==> config.mk <==
export PLATFORM = sky130hd
export DESIGN_NAME = fill_screen_flat
export DESIGN_NICKNAME = d
export VERILOG_FILES = /design/src/rtl/fill_screen_pkg.sv /design/src/rtl/fill_screen_if.sv /design/src/rtl/fill_screen_xy_scan_counter.sv /design/src/rtl/fill_screen.sv /design/src/flat_wrapper.sv
export SDC_FILE = /design/constraint.sdc
export NUM_CORES = 1
export LEC_CHECK = 0
export ABC_AREA = 1
export CORE_MARGIN = 4
export CORE_UTILIZATION = 30
export DETAILED_ROUTE_END_ITERATION = 10
export PLACE_DENSITY_LB_ADDON = 0.05
export SYNTH_ARGS = -nofsm -noshare
export SYNTH_HDL_FRONTEND = slang
export SYNTH_SLANG_ARGS = --single-unit
==> constraint.sdc <==
create_clock -name clk -period 1.4 [get_ports clk]
set_input_delay 0.28 -clock clk [delete_from_list [all_inputs] [get_ports clk]]
set_output_delay 0.28 -clock clk [all_outputs]
set_load 0.01 [all_outputs]
==> src/rtl/fill_screen_pkg.sv <==
// Shared definitions for the full-screen fill block: FSM states and screen geometry.
package fill_screen_pkg;

  localparam int H_PIXELS = 160;
  localparam int V_PIXELS = 120;

  localparam logic [7:0] X_LAST = 8'(H_PIXELS - 1);
  localparam logic [6:0] Y_LAST = 7'(V_PIXELS - 1);

  typedef enum logic [2:0] {
    IDLE = 3'b000,
    FILL = 3'b001,
    DONE = 3'b010
  } state_t;

endpackage

==> src/rtl/fill_screen_if.sv <==
// Handshake and plot-port bundle between the controller, the fill block and the VGA adapter.
interface fill_screen_if;

  logic [2:0] colour;
  logic       start;
  logic       done;
  logic [7:0] vga_x;
  logic [6:0] vga_y;
  logic [2:0] vga_colour;
  logic       vga_plot;

  modport master (
    output colour, start,
    input  done, vga_x, vga_y, vga_colour, vga_plot
  );

  modport slave (
    input  colour, start,
    output done, vga_x, vga_y, vga_colour, vga_plot
  );

endinterface

==> src/rtl/fill_screen_xy_scan_counter.sv <==
// Column-major pixel counter: y runs fastest, x advances when y wraps.
module xy_scan_counter
  import fill_screen_pkg::*;
(
  input  logic       clk,
  input  logic       rst_n,
  input  logic       clear,
  input  logic       enable,
  output logic [7:0] x,
  output logic [6:0] y,
  output logic       last
);

  assign last = (x == X_LAST) && (y == Y_LAST);

  // Holds at (159,119) once reached so the coordinates never leave the screen.
  always_ff @(posedge clk or negedge rst_n) begin
    if (!rst_n) begin
      x <= '0;
      y <= '0;
    end else if (clear) begin
      x <= '0;
      y <= '0;
    end else if (enable && !last) begin
      if (y == Y_LAST) begin
        y <= '0;
        x <= x + 8'd1;
      end else begin
        y <= y + 7'd1;
      end
    end
  end

endmodule

==> src/rtl/fill_screen.sv <==
// Full-screen fill: start/done handshake driving one VGA pixel write per clock.
module fill_screen
  import fill_screen_pkg::*;
(
  input  logic         clk,
  input  logic         rst_n,
  fill_screen_if.slave bus
);

  state_t     present_state;
  state_t     next_state;
  logic [2:0] colour_q;
  logic       clear;
  logic       plot;
  logic       done;
  logic       last;
  logic [7:0] x;
  logic [6:0] y;

  xy_scan_counter u_scan (
    .clk    (clk),
    .rst_n  (rst_n),
    .clear  (clear),
    .enable (plot),
    .x      (x),
    .y      (y),
    .last   (last)
  );

  always_ff @(posedge clk or negedge rst_n) begin
    if (!rst_n) begin
      present_state <= IDLE;
      colour_q      <= '0;
    end else begin
      present_state <= next_state;
      if (present_state == IDLE && bus.start)
        colour_q <= bus.colour;
    end
  end

  // Dropping start mid-fill suppresses the write in that same cycle.
  always_comb begin
    next_state = present_state;
    clear      = 1'b0;
    plot       = 1'b0;
    done       = 1'b0;
    case (present_state)
      IDLE: begin
        clear = 1'b1;
        if (bus.start)
          next_state = FILL;
      end
      FILL: begin
        if (!bus.start) begin
          next_state = IDLE;
        end else begin
          plot = 1'b1;
          if (last)
            next_state = DONE;
        end
      end
      DONE: begin
        done = 1'b1;
        if (!bus.start)
          next_state = IDLE;
      end
      default: next_state = IDLE;
    endcase
  end

  assign bus.done       = done;
  assign bus.vga_plot   = plot;
  assign bus.vga_x      = x;
  assign bus.vga_y      = y;
  assign bus.vga_colour = colour_q;

endmodule

==> src/flat_wrapper.sv <==
// flat-port wrapper written by rule: the top's interface ports become plain ports
module fill_screen_flat import fill_screen_pkg::*;
  (clk, rst_n, bus_colour, bus_start, bus_done, bus_vga_x, bus_vga_y, bus_vga_colour, bus_vga_plot);
  fill_screen_if bus_i ();
  input  logic clk;
  input  logic rst_n;
  input wire logic [$bits(bus_i.colour)-1:0] bus_colour;
  input wire logic [$bits(bus_i.start)-1:0] bus_start;
  output wire logic [$bits(bus_i.done)-1:0] bus_done;
  output wire logic [$bits(bus_i.vga_x)-1:0] bus_vga_x;
  output wire logic [$bits(bus_i.vga_y)-1:0] bus_vga_y;
  output wire logic [$bits(bus_i.vga_colour)-1:0] bus_vga_colour;
  output wire logic [$bits(bus_i.vga_plot)-1:0] bus_vga_plot;
  assign bus_i.colour = bus_colour;
  assign bus_i.start = bus_start;
  assign bus_done = bus_i.done;
  assign bus_vga_x = bus_i.vga_x;
  assign bus_vga_y = bus_i.vga_y;
  assign bus_vga_colour = bus_i.vga_colour;
  assign bus_vga_plot = bus_i.vga_plot;
  fill_screen u_core (.clk(clk), .rst_n(rst_n), .bus(bus_i));
endmodule
==> metrics, run 1 <==
Synth top area share=0.422; Post-synth EDFFs=0; status=complete, no violations; Clock Pin Slew Worst Setup and Hold Paths=80 ps; post-synthesis mux area share=0.0285; post-synthesis xor/xnor area fraction=0.0222; Synth Area in Simple Gates=0.401; RSZ-0062 raised after global routing=yes; Syn Area/Cell=7.80 um^2; Port Buffer Count=25; CP endpoint=u_core.u_scan.x[2]$_DFFE_PN0P_; DRT Pass-1 Iters=4; Crit Reg-Reg Endpoint=u_core.u_scan.x[2]$_DFFE_PN0P_; top cells by count, synth=nand2_1, nand3_1, dfrtp_1; maximum VDD drop=898 uV; Critical Path Source=u_core.u_scan.x[0]$_DFFE_PN0P_; largest cells by area after synthesis=dfrtp_1, nand2_1, nand3_1, nor2_1, inv_1; FF-to-FF path depth=8; clk_skew=2.57 ps; cell with the most instances after synthesis=nand2_1; syn nets=160; fillers=391; Hold Vio Cnt, Final=0; Rows=22; dpl ws=-360 ps; Synth cell types=24; vias in the first global route=1227; dominant cell type by area after synthesis=dfrtp_1; HPWL reported at the end of detailed placement=2150 um; initial antenna violation count=0; FF+latch count, synth=20; CTS sink count=20; ys flop type=dfrtp_1; reg2reg setup slack=30 ps; worst-path fanout max=7; vias post-DR=1247; Die Area=5020 um^2; Vias/cell=4.71; Final min period=1370 ps; register area share after synthesis=0.422; DRC=0; synth-to-layout area growth=69.6%; Max Cap Viol=0; global route total overflow=0; Rel. slew slack=0.813; fraction of layout cells with a size suffix above 1=0.355; CP Cell Sequence=ha_2 -> nand3_1 -> nor2_4 -> nand2_4 -> nand2_8 -> nand2_8 -> nand3_1 -> nand2_1; Power Density=941 nW/um^2; Placed Area=1650 um^2; CTS tree=built; final setup fails=0; Post-Synth Adder-Cell Area=0.0211; final wirelength=3320 um; P_leak=1.01 nW; DIE HEIGHT=70.8 um; crit path launch type=register; HP Class=primary input to asynchronous set/reset pin; Synth Area in Compound Gates=0.0496; Final WS setup=30.9 ps; first-pass GRT wire length=5400 um; DRT iter0 DRCs=57; Num CTS Buffers=3; Critical Path AT=1530 ps; worst skew pair latency=260 ps; post-synthesis cell count=152; origin of the critical flop-to-flop path=u_core.u_scan.x[0]$_DFFE_PN0P_; Slew @ Worst Pin=281 ps; Starting Density=0.317; fin crit share=0.978; fmax=0.730 GHz; CORE AREA=3740 um^2; crit-path max cell delay=370 ps; Mapped Area=1180 um^2; H-tree lvl count=1; All-Layer GR Usage=0.132; RePlAce Congestion=0.753; Max Slew Vio Count=0; WP data required=1560 ps; n_diodes=0; Root Buffer=clkbuf_8; CP max stage cell=dfrtp_1; synth warn=0; design area=2010 um^2; Die W=70.8 um; largest net degree at the start of global routing=21; CP Capture Type=register; TNS Setup=0 ps; Total Nets Final=226; deepest clock path buffer count=2; main combinational cell family by area after synthesis=simple AND/OR/NAND/NOR gates; Setup CP Type=register to register; WL per Instance=12.5 um; number of routed nets with antenna violations=0; I/O pin count=26; Post-synth ARST share=1.00
## layout make-up
class | count | area, um^2 | area share
clock buffer | 3 | 41.3 | 0.0205
clock inverter | 1 | 30.0 | 0.0149
inverter | 13 | 63.8 | 0.0318
multi-input combinational | 118 | 777 | 0.387
sequential | 20 | 502 | 0.250
tap | 48 | 60.1 | 0.0299
timing repair buffer | 62 | 536 | 0.267
## report_power, final
part / switching, W / leakage, nW / internal (W) / total, W
registers: 0.0000400 / 0.266 / 0.000633 / 0.000673
logic: 0.000317 / 0.707 / 0.000310 / 0.000627
clock network: 0.000209 / 0.0357 / 0.000382 / 0.000591
total: 0.000566 / 1.01 / 0.00133 / 0.00189
## state kept, by name, summed over array words and instances, names as in the netlist
register / count
u_core.u_scan.x: 8
u_core.present_state: 2
u_core.u_scan.y: 7
u_core.bus.vga_colour: 3
## cells by family after synthesis
logic type | after synthesis
fa+ha+maj | 2
buf+inv | 15
xor+xnor | 3
simple gates | 100
flops | 20
mux | 3
compound gates | 9
## layer usage
| metal | track usage | wire [um] | vias to the layer above |
|---|---|---|---|
| li1 | - | - | 620 |
| met2 | 0.236 | 1740 | 19 |
| met4 | 0.0313 | 24 | 0 |
| met5 | 0 | 0 | - |
| met3 | 0.0298 | 88 | 2 |
| met1 | 0.159 | 1460 | 606 |
## layout by cell type, fill, tap and decap left out, types with 4 or more instances in the layout
cell and n:
nand2_1 44, buf_4 31, nand3_1 20, dfrtp_1 19, dlygate4sd2_1 15, inv_1 11
nor2_1 11, nor2_4 7, clkdlybuf4s50_1 5, buf_6 5, nor2_2 4, clkdlybuf4s15_1 4
## timing repair
item / in CTS / in global routing
gates cloned: 0 / 1
resized for setup: 24 / 43
endpoints found under the hold margin: 0 / 0
endpoints found under the setup margin: 31 / 18
hold buffers: 0 / 0
pin swaps: 0 / 15
setup buffers: 11 / 8
## how the worst min path moves through the flow
| stage | to | cells after the start |
|---|---|---|
| floorplan | u_core.bus.vga_colour[0]$_DFFE_PN0P_ | 0 |
| global placement | u_core.bus.vga_colour[2]$_DFFE_PN0P_ | 1 |
| detailed placement | u_core.bus.vga_colour[1]$_DFFE_PN0P_ | 1 |
| CTS | u_core.present_state[1]$_DFFE_PN0P_ | 2 |
| global route | u_core.present_state[1]$_DFFE_PN0P_ | 2 |
| finish | u_core.u_scan.x[1]$_DFFE_PN0P_ | 2 |
## per-stage QoR
step | std cells | hold WS, ps | utilization | power (W)
after floorplan | 152 | -15.6 | - | 0.000918
after detailed placement | 245 | 500 | 0.440 | 0.00119
after global routing | 265 | 378 | 0.537 | 0.00200
final | 265 | 362 | 0.537 | 0.00189
after CTS | 260 | 366 | 0.479 | 0.00178
after global placement | 245 | 492 | 0.440 | 0.00119
## worst max-delay path, delay by kind of cell, from the launching register on
kind / cells / cell delay, ps
adders and majority gates: 1 / 210
and+or+nand+nor: 7 / 680
DFF: 1 / 370
(Power assumes the default switching activity.)
==> run 2, diff against run 1 <==
--- a/config.mk
+++ b/config.mk
@@ -13,3 +13,4 @@
 export SYNTH_ARGS = -nofsm -noshare
 export SYNTH_HDL_FRONTEND = slang
 export SYNTH_SLANG_ARGS = --single-unit
+export TNS_END_PERCENT = 100
==> results of run 2 <==
The final DEF is identical to that of run 1; final timing and power are the same.
==> run 3, diff against run 2 <==
--- a/config.mk
+++ b/config.mk
@@ -9,6 +9,7 @@
 export CORE_MARGIN = 4
 export CORE_UTILIZATION = 30
 export DETAILED_ROUTE_END_ITERATION = 10
+export DONT_BUFFER_PORTS = 1
 export PLACE_DENSITY_LB_ADDON = 0.05
 export SYNTH_ARGS = -nofsm -noshare
 export SYNTH_HDL_FRONTEND = slang
==> constraint.sdc (replaced) <==
create_clock -name clk -period 1.35 [get_ports clk]
set_input_delay 0.27 -clock clk [delete_from_list [all_inputs] [get_ports clk]]
set_output_delay 0.27 -clock clk [all_outputs]
set_load 0.01 [all_outputs]
==> run 3 against run 2 <==
  * The run now ends with setup timing left
  * Final area is 12% lower
  * Via count is 10% lower
  * Flip-flop and latch count stayed put
  * Register-to-register slack worse by 40 ps
  * Final cell count is 11% lower
  * Wire length is 1.6% higher
  * Die area stayed put
  * Clock skew is 1.8 ps lower
  * Largest power group unchanged
  * Non-clock buffer count is 30 lower
  * Clock power is 19% lower
  * Highest routed layer unchanged
==> metrics, run 3 (synthesis results as in run 1) <==
Slew @ Worst Pin=946 ps; Sw Share=0.338; crit path launch type=register; RSZ-0062 raised after global routing=yes; final setup fails=4; HPWL reported at the end of detailed placement=2350 um; max reg flops=8; Crit Reg-Reg Endpoint=u_core.u_scan.x[4]$_DFFE_PN0P_; CTS sink count=20; Critical Path AT=1520 ps; dpl cells=227; vias post-DR=1121; largest net degree at the start of global routing=21; Power Density=970 nW/um^2; Num CTS Buffers=3; TNS Setup=-29.4 ps; RePlAce Congestion=0.798; Final min period=1360 ps; Max Cap Viol=0; Tot Pwr=0.00171 W; fin crit share=1.01; global route total overflow=0; design area=1760 um^2; Critical Path Source=u_core.u_scan.x[1]$_DFFE_PN0P_; first-pass GRT wire length=5490 um; DIE HEIGHT=70.8 um; Placed Area=1450 um^2; n_diodes=0; clock share of power=0.278; deepest clock path buffer count=2; CP Capture Type=register; combinational fraction of design power=0.299; Max Slew Vio Count=0; most frequent cells in the layout=nand2_1, buf_4, dfrtp_1; post-layout util=0.471; DRT Pass-1 Iters=4; Sequential Power Share=0.423; Port Buffer Count=0; H-tree lvl count=1; CTS tree=built; Vias/cell=4.77; All-Layer GR Usage=0.137; fmax=0.736 GHz; failing checks=setup timing; fillers=373; Rows=22; synth-to-layout area growth=48.9%; vias in the first global route=1177; maximum VDD drop=576 uV; Setup CP Type=register to register; FF-to-FF path depth=8; sw power=0.000578 W; Hold Vio Cnt, Final=0; WP data required=1510 ps; CORE AREA=3740 um^2; P_leak=0.846 nW; Final WS setup=-9.20 ps; DRC=0; worst-path fanout max=3; most common cell after layout, fill and taps aside=nand2_1; Root Buffer=clkbuf_8; final wirelength=3370 um; I/O pin count=26; HP Class=primary input to register; worst skew pair latency=260 ps; fraction of layout cells with a size suffix above 1=0.433; Die Area=5020 um^2; WL per Instance=14.3 um; Pint=0.00113 W; clk_skew=0.757 ps; largest reg by FF count=u_core.u_scan.x; Die W=70.8 um; CP endpoint=u_core.u_scan.x[4]$_DFFE_PN0P_; status=complete, but fails checks; fin cells=235; initial antenna violation count=0; Clock Pin Slew Worst Setup and Hold Paths=80 ps; DRT iter0 DRCs=50; number of routed nets with antenna violations=0; Starting Density=0.317; origin of the critical flop-to-flop path=u_core.u_scan.x[1]$_DFFE_PN0P_; Total Nets Final=196; Rel. slew slack=0.369; reg2reg setup slack=-9 ps
## run 3: cell type report
| type | count | area, um^2 | share of cell area |
|---|---|---|---|
| tap | 48 | 60.1 | 0.0340 |
| sequential | 20 | 502 | 0.284 |
| timing repair buffer | 32 | 260 | 0.148 |
| inverter | 13 | 51.3 | 0.0291 |
| multi-input combinational | 118 | 836 | 0.474 |
| clock buffer | 4 | 55.1 | 0.0312 |
## run 3: through the flow
step	setup slack [ps]	hold slack [ps]
CTS	-39.8	141
global placement	-49.5	-24.9
floorplan	-138	-25.6
global route	-87.1	136
finish	-9.20	145
detailed placement	-56.8	-24.8
## run 3: what timing repair did
action	CTS	global route
endpoints found under the hold margin	20	0
resized for setup	10	40
pin swaps	2	11
gates cloned	1	0
endpoints found under the setup margin	15	37
hold buffers	1	0
buffers inserted	2	0
## run 3: worst min-delay path by stage
stage                   start                                    to  cells past startpoint
floorplan               rst_n  u_core.bus.vga_colour[0]$_DFFE_PN0P_                      0
global placement        rst_n        u_core.u_scan.x[2]$_DFFE_PN0P_                      0
detailed placement      rst_n        u_core.u_scan.x[2]$_DFFE_PN0P_                      0
CTS                 bus_start   u_core.present_state[1]$_DFFE_PN0P_                      2
global route        bus_start   u_core.present_state[1]$_DFFE_PN0P_                      2
finish              bus_start   u_core.present_state[1]$_DFFE_PN0P_                      2
## run 3: worst max-delay path, stage by stage (launching register included)
cell and delay (ps):
dfrtp_1 420, ha_4 190, nand2_4 80, nor2_4 40, buf_4 120, buf_4 110
o21a_1 150, nand3_1 80, nand2_1 50
## run 3: per-layer routing
metal | vias up | track usage | part of all wire
li1 | 561 | - | -
met1 | 531 | 0.159 | 0.43
met2 | 23 | 0.239 | 0.51
met3 | 6 | 0.0455 | 0.048
met4 | 0 | 0.0438 | 0.017
met5 | - | 0 | 0
## run 3: power groups by stage
stage,logic (W),clock network [W],registers (W)
floorplan,0.000207,0,0.000745
global placement,0.000392,0,0.000716
detailed placement,0.000395,0,0.000720
CTS,0.000457,0.000493,0.000709
global route,0.000570,0.000530,0.000728
finish,0.000513,0.000476,0.000724
